File: src/rtl/line_fill_ctrl_pkg.sv
// Shared types and constants for the line-buffer fill controller.
package line_fill_ctrl_pkg;

  localparam int DEF_PIX_PER_LINE = 640;
  localparam int DEF_SRC_LINES    = 120;

  typedef enum logic [1:0] {
    ST_IDLE = 2'd0,
    ST_REQ  = 2'd1,
    ST_FILL = 2'd2
  } fill_state_e;

  // Source line that follows the given VGA source row, wrapping at the frame height.
  function automatic logic [6:0] next_src_line(input logic [6:0] cur, input int src_lines);
    int sum;
    sum = int'(cur) + 1;
    return 7'(sum % src_lines);
  endfunction

endpackage

File: src/rtl/line_fill_ctrl_if.sv
// Bus between the line-fill controller, the VGA timing/source side and the line buffer.
interface line_fill_if;
  import line_fill_ctrl_pkg::*;

  logic [8:0]  VgaLineCount;
  // Source stream: a beat transfers on a rising edge where SRC_VALID and SRC_READY are
  // both high; SRC_DATA must be stable while SRC_VALID is high and SRC_READY is low.
  logic        SRC_VALID;
  logic [15:0] SRC_DATA;
  logic        SRC_READY;
  logic        SRC_LINE_REQ;
  logic [6:0]  SRC_LINE;
  logic [9:0]  LB_WR_ADDR;
  logic [15:0] LB_WR_DATA;
  logic        LB_WR_N;
  logic        FILL_BUSY;
  logic        OVR_CLR;
  logic        OVERRUN;
  fill_state_e FSM_STATE;

  modport master (
    output VgaLineCount, SRC_VALID, SRC_DATA, OVR_CLR,
    input  SRC_READY, SRC_LINE_REQ, SRC_LINE, LB_WR_ADDR, LB_WR_DATA, LB_WR_N,
           FILL_BUSY, OVERRUN, FSM_STATE
  );

  modport slave (
    input  VgaLineCount, SRC_VALID, SRC_DATA, OVR_CLR,
    output SRC_READY, SRC_LINE_REQ, SRC_LINE, LB_WR_ADDR, LB_WR_DATA, LB_WR_N,
           FILL_BUSY, OVERRUN, FSM_STATE
  );
endinterface

File: src/rtl/line_toggle_det.sv
// Registers the line-buffer bank bit and flags any cycle where it changes.
module line_toggle_det (
  input  logic CLK,
  input  logic RST_N,
  input  logic bank_i,
  output logic toggle_o
);

  logic bank_q;

  always_ff @(posedge CLK or negedge RST_N) begin
    if (!RST_N) bank_q <= 1'b0;
    else        bank_q <= bank_i;
  end

  assign toggle_o = bank_q ^ bank_i;

endmodule

File: src/rtl/line_fill_ctrl.sv
// Fetches one source line per bank toggle and streams it into the idle line-buffer bank.
module line_fill_ctrl
  import line_fill_ctrl_pkg::*;
#(
  parameter int PIX_PER_LINE = DEF_PIX_PER_LINE,
  parameter int SRC_LINES    = DEF_SRC_LINES
) (
  input logic     CLK,
  input logic     RST_N,
  line_fill_if.slave bus
);

  localparam logic [9:0] LAST_BEAT = 10'(PIX_PER_LINE - 1);

  fill_state_e state_q, state_d;
  logic [9:0]  beat_q, beat_d;
  logic        ovr_q, ovr_d;
  logic        wr_v_q;
  logic [9:0]  wr_addr_q;
  logic [15:0] wr_data_q;
  logic        toggle;
  logic        accept;

  line_toggle_det u_toggle (
    .CLK      (CLK),
    .RST_N    (RST_N),
    .bank_i   (bus.VgaLineCount[1]),
    .toggle_o (toggle)
  );

  assign accept = bus.SRC_VALID && (state_q == ST_FILL);

  always_comb begin
    state_d = state_q;
    beat_d  = beat_q;
    ovr_d   = ovr_q;
    if (bus.OVR_CLR) ovr_d = 1'b0;
    unique case (state_q)
      ST_IDLE: ;
      ST_REQ: begin
        state_d = ST_FILL;
        beat_d  = '0;
      end
      ST_FILL: begin
        if (accept) begin
          beat_d = beat_q + 10'd1;
          if (beat_q == LAST_BEAT) state_d = ST_IDLE;
        end
      end
      default: state_d = ST_IDLE;
    endcase
    // A new bank always wins; an unfinished fill is abandoned and flagged.
    if (toggle) begin
      state_d = ST_REQ;
      if (state_q == ST_FILL) ovr_d = 1'b1;
    end
  end

  always_ff @(posedge CLK or negedge RST_N) begin
    if (!RST_N) begin
      state_q   <= ST_IDLE;
      beat_q    <= '0;
      ovr_q     <= 1'b0;
      wr_v_q    <= 1'b0;
      wr_addr_q <= '0;
      wr_data_q <= '0;
    end else begin
      state_q <= state_d;
      beat_q  <= beat_d;
      ovr_q   <= ovr_d;
      wr_v_q  <= accept;
      if (accept) begin
        wr_addr_q <= beat_q;
        wr_data_q <= bus.SRC_DATA;
      end
    end
  end

  assign bus.SRC_READY    = (state_q == ST_FILL);
  assign bus.SRC_LINE_REQ = (state_q == ST_REQ);
  assign bus.SRC_LINE     = (state_q == ST_REQ) ?
                            next_src_line(bus.VgaLineCount[8:2], SRC_LINES) : 7'd0;
  assign bus.LB_WR_ADDR   = wr_addr_q;
  assign bus.LB_WR_DATA   = wr_data_q;
  assign bus.LB_WR_N      = ~wr_v_q;
  assign bus.FILL_BUSY    = (state_q != ST_IDLE);
  assign bus.OVERRUN      = ovr_q;
  assign bus.FSM_STATE    = state_q;

endmodule

File: src/flat_wrapper.sv
// flat-port wrapper written by rule: the top's interface ports become plain ports
module line_fill_ctrl_flat import line_fill_ctrl_pkg::*;
#(
  parameter int PIX_PER_LINE = DEF_PIX_PER_LINE,
  parameter int SRC_LINES    = DEF_SRC_LINES
)
  (CLK, RST_N, bus_VgaLineCount, bus_SRC_VALID, bus_SRC_DATA, bus_OVR_CLR, bus_SRC_READY, bus_SRC_LINE_REQ, bus_SRC_LINE, bus_LB_WR_ADDR, bus_LB_WR_DATA, bus_LB_WR_N, bus_FILL_BUSY, bus_OVERRUN, bus_FSM_STATE);
  line_fill_if bus_i ();
  input logic CLK;
  input logic RST_N;
  input wire logic [$bits(bus_i.VgaLineCount)-1:0] bus_VgaLineCount;
  input wire logic [$bits(bus_i.SRC_VALID)-1:0] bus_SRC_VALID;
  input wire logic [$bits(bus_i.SRC_DATA)-1:0] bus_SRC_DATA;
  input wire logic [$bits(bus_i.OVR_CLR)-1:0] bus_OVR_CLR;
  output wire logic [$bits(bus_i.SRC_READY)-1:0] bus_SRC_READY;
  output wire logic [$bits(bus_i.SRC_LINE_REQ)-1:0] bus_SRC_LINE_REQ;
  output wire logic [$bits(bus_i.SRC_LINE)-1:0] bus_SRC_LINE;
  output wire logic [$bits(bus_i.LB_WR_ADDR)-1:0] bus_LB_WR_ADDR;
  output wire logic [$bits(bus_i.LB_WR_DATA)-1:0] bus_LB_WR_DATA;
  output wire logic [$bits(bus_i.LB_WR_N)-1:0] bus_LB_WR_N;
  output wire logic [$bits(bus_i.FILL_BUSY)-1:0] bus_FILL_BUSY;
  output wire logic [$bits(bus_i.OVERRUN)-1:0] bus_OVERRUN;
  output wire logic [$bits(bus_i.FSM_STATE)-1:0] bus_FSM_STATE;
  assign bus_i.VgaLineCount = bus_VgaLineCount;
  assign bus_i.SRC_VALID = bus_SRC_VALID;
  assign bus_i.SRC_DATA = bus_SRC_DATA;
  assign bus_i.OVR_CLR = bus_OVR_CLR;
  assign bus_SRC_READY = bus_i.SRC_READY;
  assign bus_SRC_LINE_REQ = bus_i.SRC_LINE_REQ;
  assign bus_SRC_LINE = bus_i.SRC_LINE;
  assign bus_LB_WR_ADDR = bus_i.LB_WR_ADDR;
  assign bus_LB_WR_DATA = bus_i.LB_WR_DATA;
  assign bus_LB_WR_N = bus_i.LB_WR_N;
  assign bus_FILL_BUSY = bus_i.FILL_BUSY;
  assign bus_OVERRUN = bus_i.OVERRUN;
  assign bus_FSM_STATE = bus_i.FSM_STATE;
  line_fill_ctrl #(.PIX_PER_LINE(PIX_PER_LINE), .SRC_LINES(SRC_LINES)) u_core (.CLK(CLK), .RST_N(RST_N), .bus(bus_i));
endmodule
File: config.mk
export PLATFORM = sky130hd
export DESIGN_NAME = line_fill_ctrl_flat
export DESIGN_NICKNAME = d
export VERILOG_FILES = /design/src/rtl/line_fill_ctrl_pkg.sv /design/src/rtl/line_fill_ctrl_if.sv /design/src/rtl/line_toggle_det.sv /design/src/rtl/line_fill_ctrl.sv /design/src/flat_wrapper.sv
export SDC_FILE = /design/constraint.sdc
export NUM_CORES = 1
export LEC_CHECK = 0
export BUFFER_PORTS_ARGS = -buffer_cell sky130_fd_sc_hd__buf_2
export CAP_MARGIN = 10
export CORE_ASPECT_RATIO = 1.25
export CORE_MARGIN = 2
export CORE_UTILIZATION = 52
export DETAILED_ROUTE_END_ITERATION = 12
export PLACE_DENSITY = 0.93
export SYNTH_ARGS = -nofsm -noshare
export SYNTH_HDL_FRONTEND = slang
export SYNTH_SLANG_ARGS = --single-unit
File: constraint.sdc
create_clock -name CLK -period 3.2 [get_ports CLK]
set_input_delay 0 -clock CLK [delete_from_list [all_inputs] [get_ports CLK]]
set_output_delay 0 -clock CLK [all_outputs]
set_load 0.03 [all_outputs]
# Yosys cells after proc, flatten, opt, wreduce, memory -nomap -nowiden

Cells that the tools add are included.

Div/mod/pow operators: 1
Bitwise operators: 2
Add/subtract/negate cells: 2
Mux-type cells: 10
Reduce and logical (&&, ||, !) cells: 6
Equality and inequality tests: 7

Operators with widths:

| cell                                                                   | count |
|---|---|
| 32-bit by 8-bit modulo with 32-bit output (second input constant)      | 1 |
| 10-bit one-hot mux with 2 select lines                                 | 1 |
| 10-bit by 1-bit adder with 10-bit output (second input constant)       | 1 |
| 10-bit equality test (second input constant)                           | 1 |
| 10-bit two-way mux                                                     | 1 |
| 7-bit by 1-bit adder with 8-bit output (second input constant)         | 1 |
| 7-bit two-way mux                                                      | 1 |
| 2-bit two-way mux                                                      | 3 |
| 3-bit by 1-bit != test with 1-bit output (second input constant)       | 2 |
| 2-bit one-hot mux with 3 select lines                                  | 1 |
| 2-bit by 1-bit != test with 1-bit output (second input constant)       | 2 |
| 2-bit nonzero test                                                     | 2 |
| 1-bit two-way mux                                                      | 3 |
| 3-bit AND reduction                                                    | 1 |
| 2-bit by 1-bit equality test with 1-bit output (second input constant) | 1 |
| 2-bit equality test (second input constant)                            | 1 |
| 2-bit logical NOT                                                      | 1 |
| 2-bit AND reduction                                                    | 1 |
| 1-bit logical AND                                                      | 1 |
| 1-bit inverter                                                         | 1 |
| 1-bit XOR                                                              | 1 |

Logic and storage cells: 35
Output and inout bits: 40
Register bits: 41

# Longest topological paths before layout

Word-level depth: 5
Depth in mapped cells: 6

# Hierarchy

A second synthesis with hierarchy kept.

Cells, all modules: 222
Area, all modules: 1989.4 sq um

By module, submodules not included:

| module          | instances | area each (sq um) | cells each |
|---|---|---|---|
| line_fill_ctrl  | 1         | 1955.6            | 220 |
| line_toggle_det | 1         | 33.8              | 2 |

# Worst setup path before layout

No wires, ideal clock.

Path type: register -> output
From: register u_core.state_q[1], in the netlist u_core.bus.FSM_STATE[1]
To: output port bus_SRC_LINE[4]
Data arrival time: 1624 ps
Data required time: 3200 ps
Stages on the path, launching flop included: 4
Path slack: 1576 ps
Cell sequence: dfrtp_1 > nand2b_1 > buf_2 > a211oi_1

Cells in the longest elaborated chain, start to end: 2

Ends and longest elaborated chain:

| element                                        | line                 | RTL |
|---|---|---|
| from (decl)                                    | line_fill_ctrl.sv:15 | `fill_state_e state_q, state_d;` |
| from (signal assigned)                         | line_fill_ctrl.sv:68 | `state_q <= state_d;` |
| 2-bit by 1-bit equality test with 1-bit output | line_fill_ctrl.sv:81 | `assign bus.SRC_LINE = (state_q == ST_REQ) ?` |
| 7-bit two-way mux                              | line_fill_ctrl.sv:81 |  |
| to (decl)                                      | flat_wrapper.sv:17   | `output wire logic [$bits(bus_i.SRC_LINE)-1:0] bus_SRC_LINE;` |

No other way between the ends.

# Final worst setup path

From: register u_core.state_q[0], in the netlist u_core.bus.FSM_STATE[0]
To: register u_core.beat_q[2]

Cells in the longest elaborated chain, start to end: 4

Ends and longest elaborated chain:

| element                                                   | line                                       | RTL |
|---|---|---|
| 2-bit equality test                                       | line_fill_ctrl.sv:31, line_fill_ctrl.sv:38 |  |
| 1-bit logical AND                                         | line_fill_ctrl.sv:31                       | `assign accept = bus.SRC_VALID && (state_q == ST_FILL);` |
| 2-bit by 1-bit != test with 1-bit output (no source line) | n/a                                        |  |
| 2-bit AND reduction (no source line)                      | n/a                                        |  |
| to (signal assigned)                                      | line_fill_ctrl.sv:69                       | `beat_q <= beat_d;` |
| to (decl)                                                 | line_fill_ctrl.sv:16                       | `logic [9:0] beat_q, beat_d;` |

Parallel ways exist; a longest one is shown, timed or not.
A chain may end at the register's enable or synchronous reset.

==> results.md <==
- The flow ran to the end, and the final reports show no timing, DRC or antenna violations.
- The count of different cell masters after synthesis is 33.
- The die boundary height is 71.44 microns.
- The type of the worst setup path is reg -> reg.
- Entering global routing, the biggest net connects 42 pins.
- The number of endpoints with negative hold slack in the final report is 0.
- The number of nets handed over by synthesis was 250.
- For this run, the slowest stage of the critical path takes 0.42 ns.
- At the pin with the least slew margin, the transition time is 0.8821 ns.
- The area of the die is 4140 sq um.
- The clock latency of the later-clocked register in the worst-skew pair is 0.29 ns.
- At the end of the flow, the number of nets in the layout was 336.
- From left edge to right edge, the die measures 57.95 microns.
- Headroom to the max-slew limit came out at 41.19%.
- The type of destination of the critical path is a flip-flop.
- The clock tree from TritonCTS is done.
- Timing analysis after detailed placement gives a worst setup slack of 1.454 ns.
- The total of buffers placed on input and output ports is 67.
- Routability-driven placement finished with a final weighted congestion of 0.7874.
- The top cell types in the final layout, fill and taps aside, are nand2_1 (92), buf_2 (67), dfrtp_1 (41).
- The worst setup slack for register-to-register paths is 1.44 ns.
- The largest driver fanout on the critical path is 37.
- The leakage power of the design is 1.373 nW.
- The synthesized area per cell is 8.678 sq um.
- For this configuration, the core starts out at a cell density of 54.31%.
- The area of the core region is 3483 sq um.
- At the worst endpoint, the arrival time is 1.96 ns.
- The total inserted antenna cells is 0.
- The total wire length is 4623 microns.
- The worst clock skew is 0.004512 ns.
- The count of flip-flops with a built-in enable after synthesis is 0.
- The signal on the critical path passes through nand3b_4, clkinv_1, buf_4, nand2_1, o21ai_0.
- The clock passes through at most 2 buffers.
- The largest area contributor in the netlist is dfrtp_1.
- For this run, design rule violations remaining after detail routing come to 0.
- The sum of negative setup slack is 0 ns.
- Relative to the synthesized area, the layout overhead comes to 33.14%.
- The wire length of the first global-routing pass is 7762 microns.
- The post-detailed-route count of antenna-violating nets is 0.
- The synthesis-stage register bit count is 41.
- The area after detailed placement is 2248 sq um.
- The average vias per placed instance is 5.203.
- For the worst flop-to-flop path, the logic depth is 5.
- The number of core rows is 24.
- The leading register cell type out of synthesis is dfrtp_1.
- The final critical delay including setup and external delays is 1.757 ns.
- The critical register-to-register path endpoint is u_core.beat_q[2].
- The mapped netlist covers 1892 sq um.
- The initial antenna violation count is 0.
- The last element of the critical path is u_core.beat_q[2].
- In this run the power density over the cells is 595.2 nW/um^2.
- In the final routed layout, each cell accounts on average for 13.44 microns.
- Global routing used 23.74% of the available tracks across all layers.
- The maximum level of the CTS H-tree is 2.
- The finished layout cell area is 2519 sq um.
- The achievable clock frequency is 569.3 MHz.
- The via count is 1,790.
- The I/O pin count is 69.
- The total overflow left after global routing is 0.
- During synthesis, Yosys emitted a total of 0 warnings.
- The source of the critical timing path is u_core.bus.FSM_STATE[0].
- The start of the worst register-to-register path is u_core.bus.FSM_STATE[0].
- The worst setup path is launched from a flip-flop.
- The top cell type by area accounts for 54.23% of the synthesized area.
- Sorting the synthesized cells by area gives the leading types as dfrtp_1 (54%), nand2_1 (18%), xnor2_1 (2.8%).
- The buffer cell driving the clock tree root is clkbuf_8.
- After synthesis, flip-flops and latches occupy 54.23% of the total area.
- The clock sink count is 41.
- The worst-case IR drop observed on VDD is 540.9 uV.
- The count of routing violations after the opening detailed-route iteration is 101.
- The worst setup margin is 1.443 ns.
- The required time reported for the critical path endpoint is 3.41 ns.
- In this run the post-CTS setup repair buffer count came out at 0.
- In the synthesized netlist, the number of instances is 218.
- Setup repair after global routing left no endpoint under its margin.
- After clock tree synthesis, the clock-pin slew on the worst setup and hold paths is 0.07 ns.
- The total of max-cap violations is 0.
- The proportion of register bits with asynchronous set or reset after synthesis is 100.0%.
- In the final layout, the share of cells above drive strength 1 is 25.90%.
- The via count of the first global-routing pass was 1,764.
- Setup violations remaining at the end of the flow were counted as 0.
- The slowest stage of the critical path is the dfrtp_1 cell.
- The min-delay analysis places its worst path in the category in -> reg.
- The max-slew violation count is 0.
- The number of clock buffers added by TritonCTS is 5.
- The commonest non-fill, non-tap cell in the layout is nand2_1.
- Dividing the final minimum period by the clock period gives 54.89%.
- For this run, the detailed router's first-pass iteration total came to 5.
- The final HPWL from detailed placement is 2802 microns.
## worst max-delay path, delay by kind of cell (launching register included)
| family | cells | cell delay [ns] |
|---|---|---|
| compound gates | 1 | 0.14 |
| buf+inv | 2 | 0.59 |
| flops | 1 | 0.42 |
| simple gates | 2 | 0.50 |
## worst min path at each step
stage	endpoint	start	slack [ns]	cells past startpoint
after global routing	u_core.bus.FSM_STATE[1]	bus_SRC_VALID	0.18	4
after floorplan	u_core.beat_q[0]	RST_N	-0.30	0
after global placement	u_core.u_toggle.bank_q	bus_VgaLineCount[1]	0.13	1
after detailed placement	u_core.u_toggle.bank_q	bus_VgaLineCount[1]	0.13	1
after CTS	u_core.bus.FSM_STATE[1]	bus_SRC_VALID	0.15	4
final	u_core.bus.FSM_STATE[1]	bus_SRC_VALID	0.15	4
## cell usage after synthesis, types with 2 or more instances
| master | count |
|---|---|
| dfrtp_1 | 41 |
| nor3_1 | 4 |
| inv_1 | 4 |
| o21ai_0 | 7 |
| inv_2 | 2 |
| buf_2 | 3 |
| nor2_1 | 11 |
| nand4_1 | 5 |
| a31oi_1 | 2 |
| ha_1 | 3 |
| xor2_1 | 3 |
| nand3_1 | 7 |
| xnor2_1 | 6 |
| a21oi_1 | 5 |
| clkbuf_1 | 4 |
| and2_1 | 3 |
| nand2_1 | 92 |
## per-stage QoR
| stage | util [%] | power [W] | hold WS, ns | instances |
|---|---|---|---|---|
| 2_1_floorplan | - | 0.001003 | -0.2956 | 218 |
| 3_3_place_gp | 64.55 | 0.001150 | 0.1339 | 317 |
| 3_5_place_dp | 64.55 | 0.001165 | 0.1342 | 317 |
| 4_1_cts | 72.31 | 0.001501 | 0.1468 | 344 |
| 5_1_grt | 72.31 | 0.001581 | 0.1756 | 344 |
| 6_report | 72.31 | 0.001499 | 0.1466 | 344 |
## per-layer routing
layer	GRT usage (%)	routed length, microns
met1	27.93	1864
met2	43.06	2396
met4	6.202	54
met3	5.415	308
met5	0	0
## flip-flops by register name, indices dropped and copies added (netlist names)
| register | cells |
|---|---|
| u_core.bus.LB_WR_DATA | 16 |
| u_core.beat_q | 10 |
| u_core.bus.LB_WR_ADDR | 10 |
| u_core.bus.FSM_STATE | 2 |
| u_core.u_toggle.bank_q | 1 |
| u_core.bus.OVERRUN | 1 |
| u_core.wr_v_q | 1 |
## power breakdown
group	leakage, nW	internal, W	switching [W]
Clock	0.0395	0.000155	0.000164
Combinational	0.791	0.000151	0.000369
Sequential	0.543	0.000611	0.0000489
Total	1.37	0.000917	0.000582
## logic make-up (layout without fill, tap and decap cells)
logic type,Yosys count,count (layout),synth area share (%)
and+or+nand+nor,131,131,30.49
buffers and inverters,15,102,3.240
DFF,41,41,54.23
AOI/OAI and AO/OA,19,19,5.886
xor gates and xnor gates,9,9,4.167
adders and majority gates,3,3,1.984
## cell type report
| cell class | instances | area, sq um |
|---|---|---|
| flip-flops and latches | 41 | 1026 |
| fillers | 245 | 964.7 |
| multi-input cells | 162 | 804.5 |
| repair buffers | 87 | 533.0 |
| clock buffers | 8 | 80.08 |
| well taps | 39 | 48.80 |
| inverters | 7 | 26.28 |
## timing repair
action	CTS	global route
gates resized for setup	0	0
hold endpoints to repair	60	0
endpoints found under the setup margin	0	0
hold buffers	19	0
Note: power is estimated with default switching activity, not from simulation.
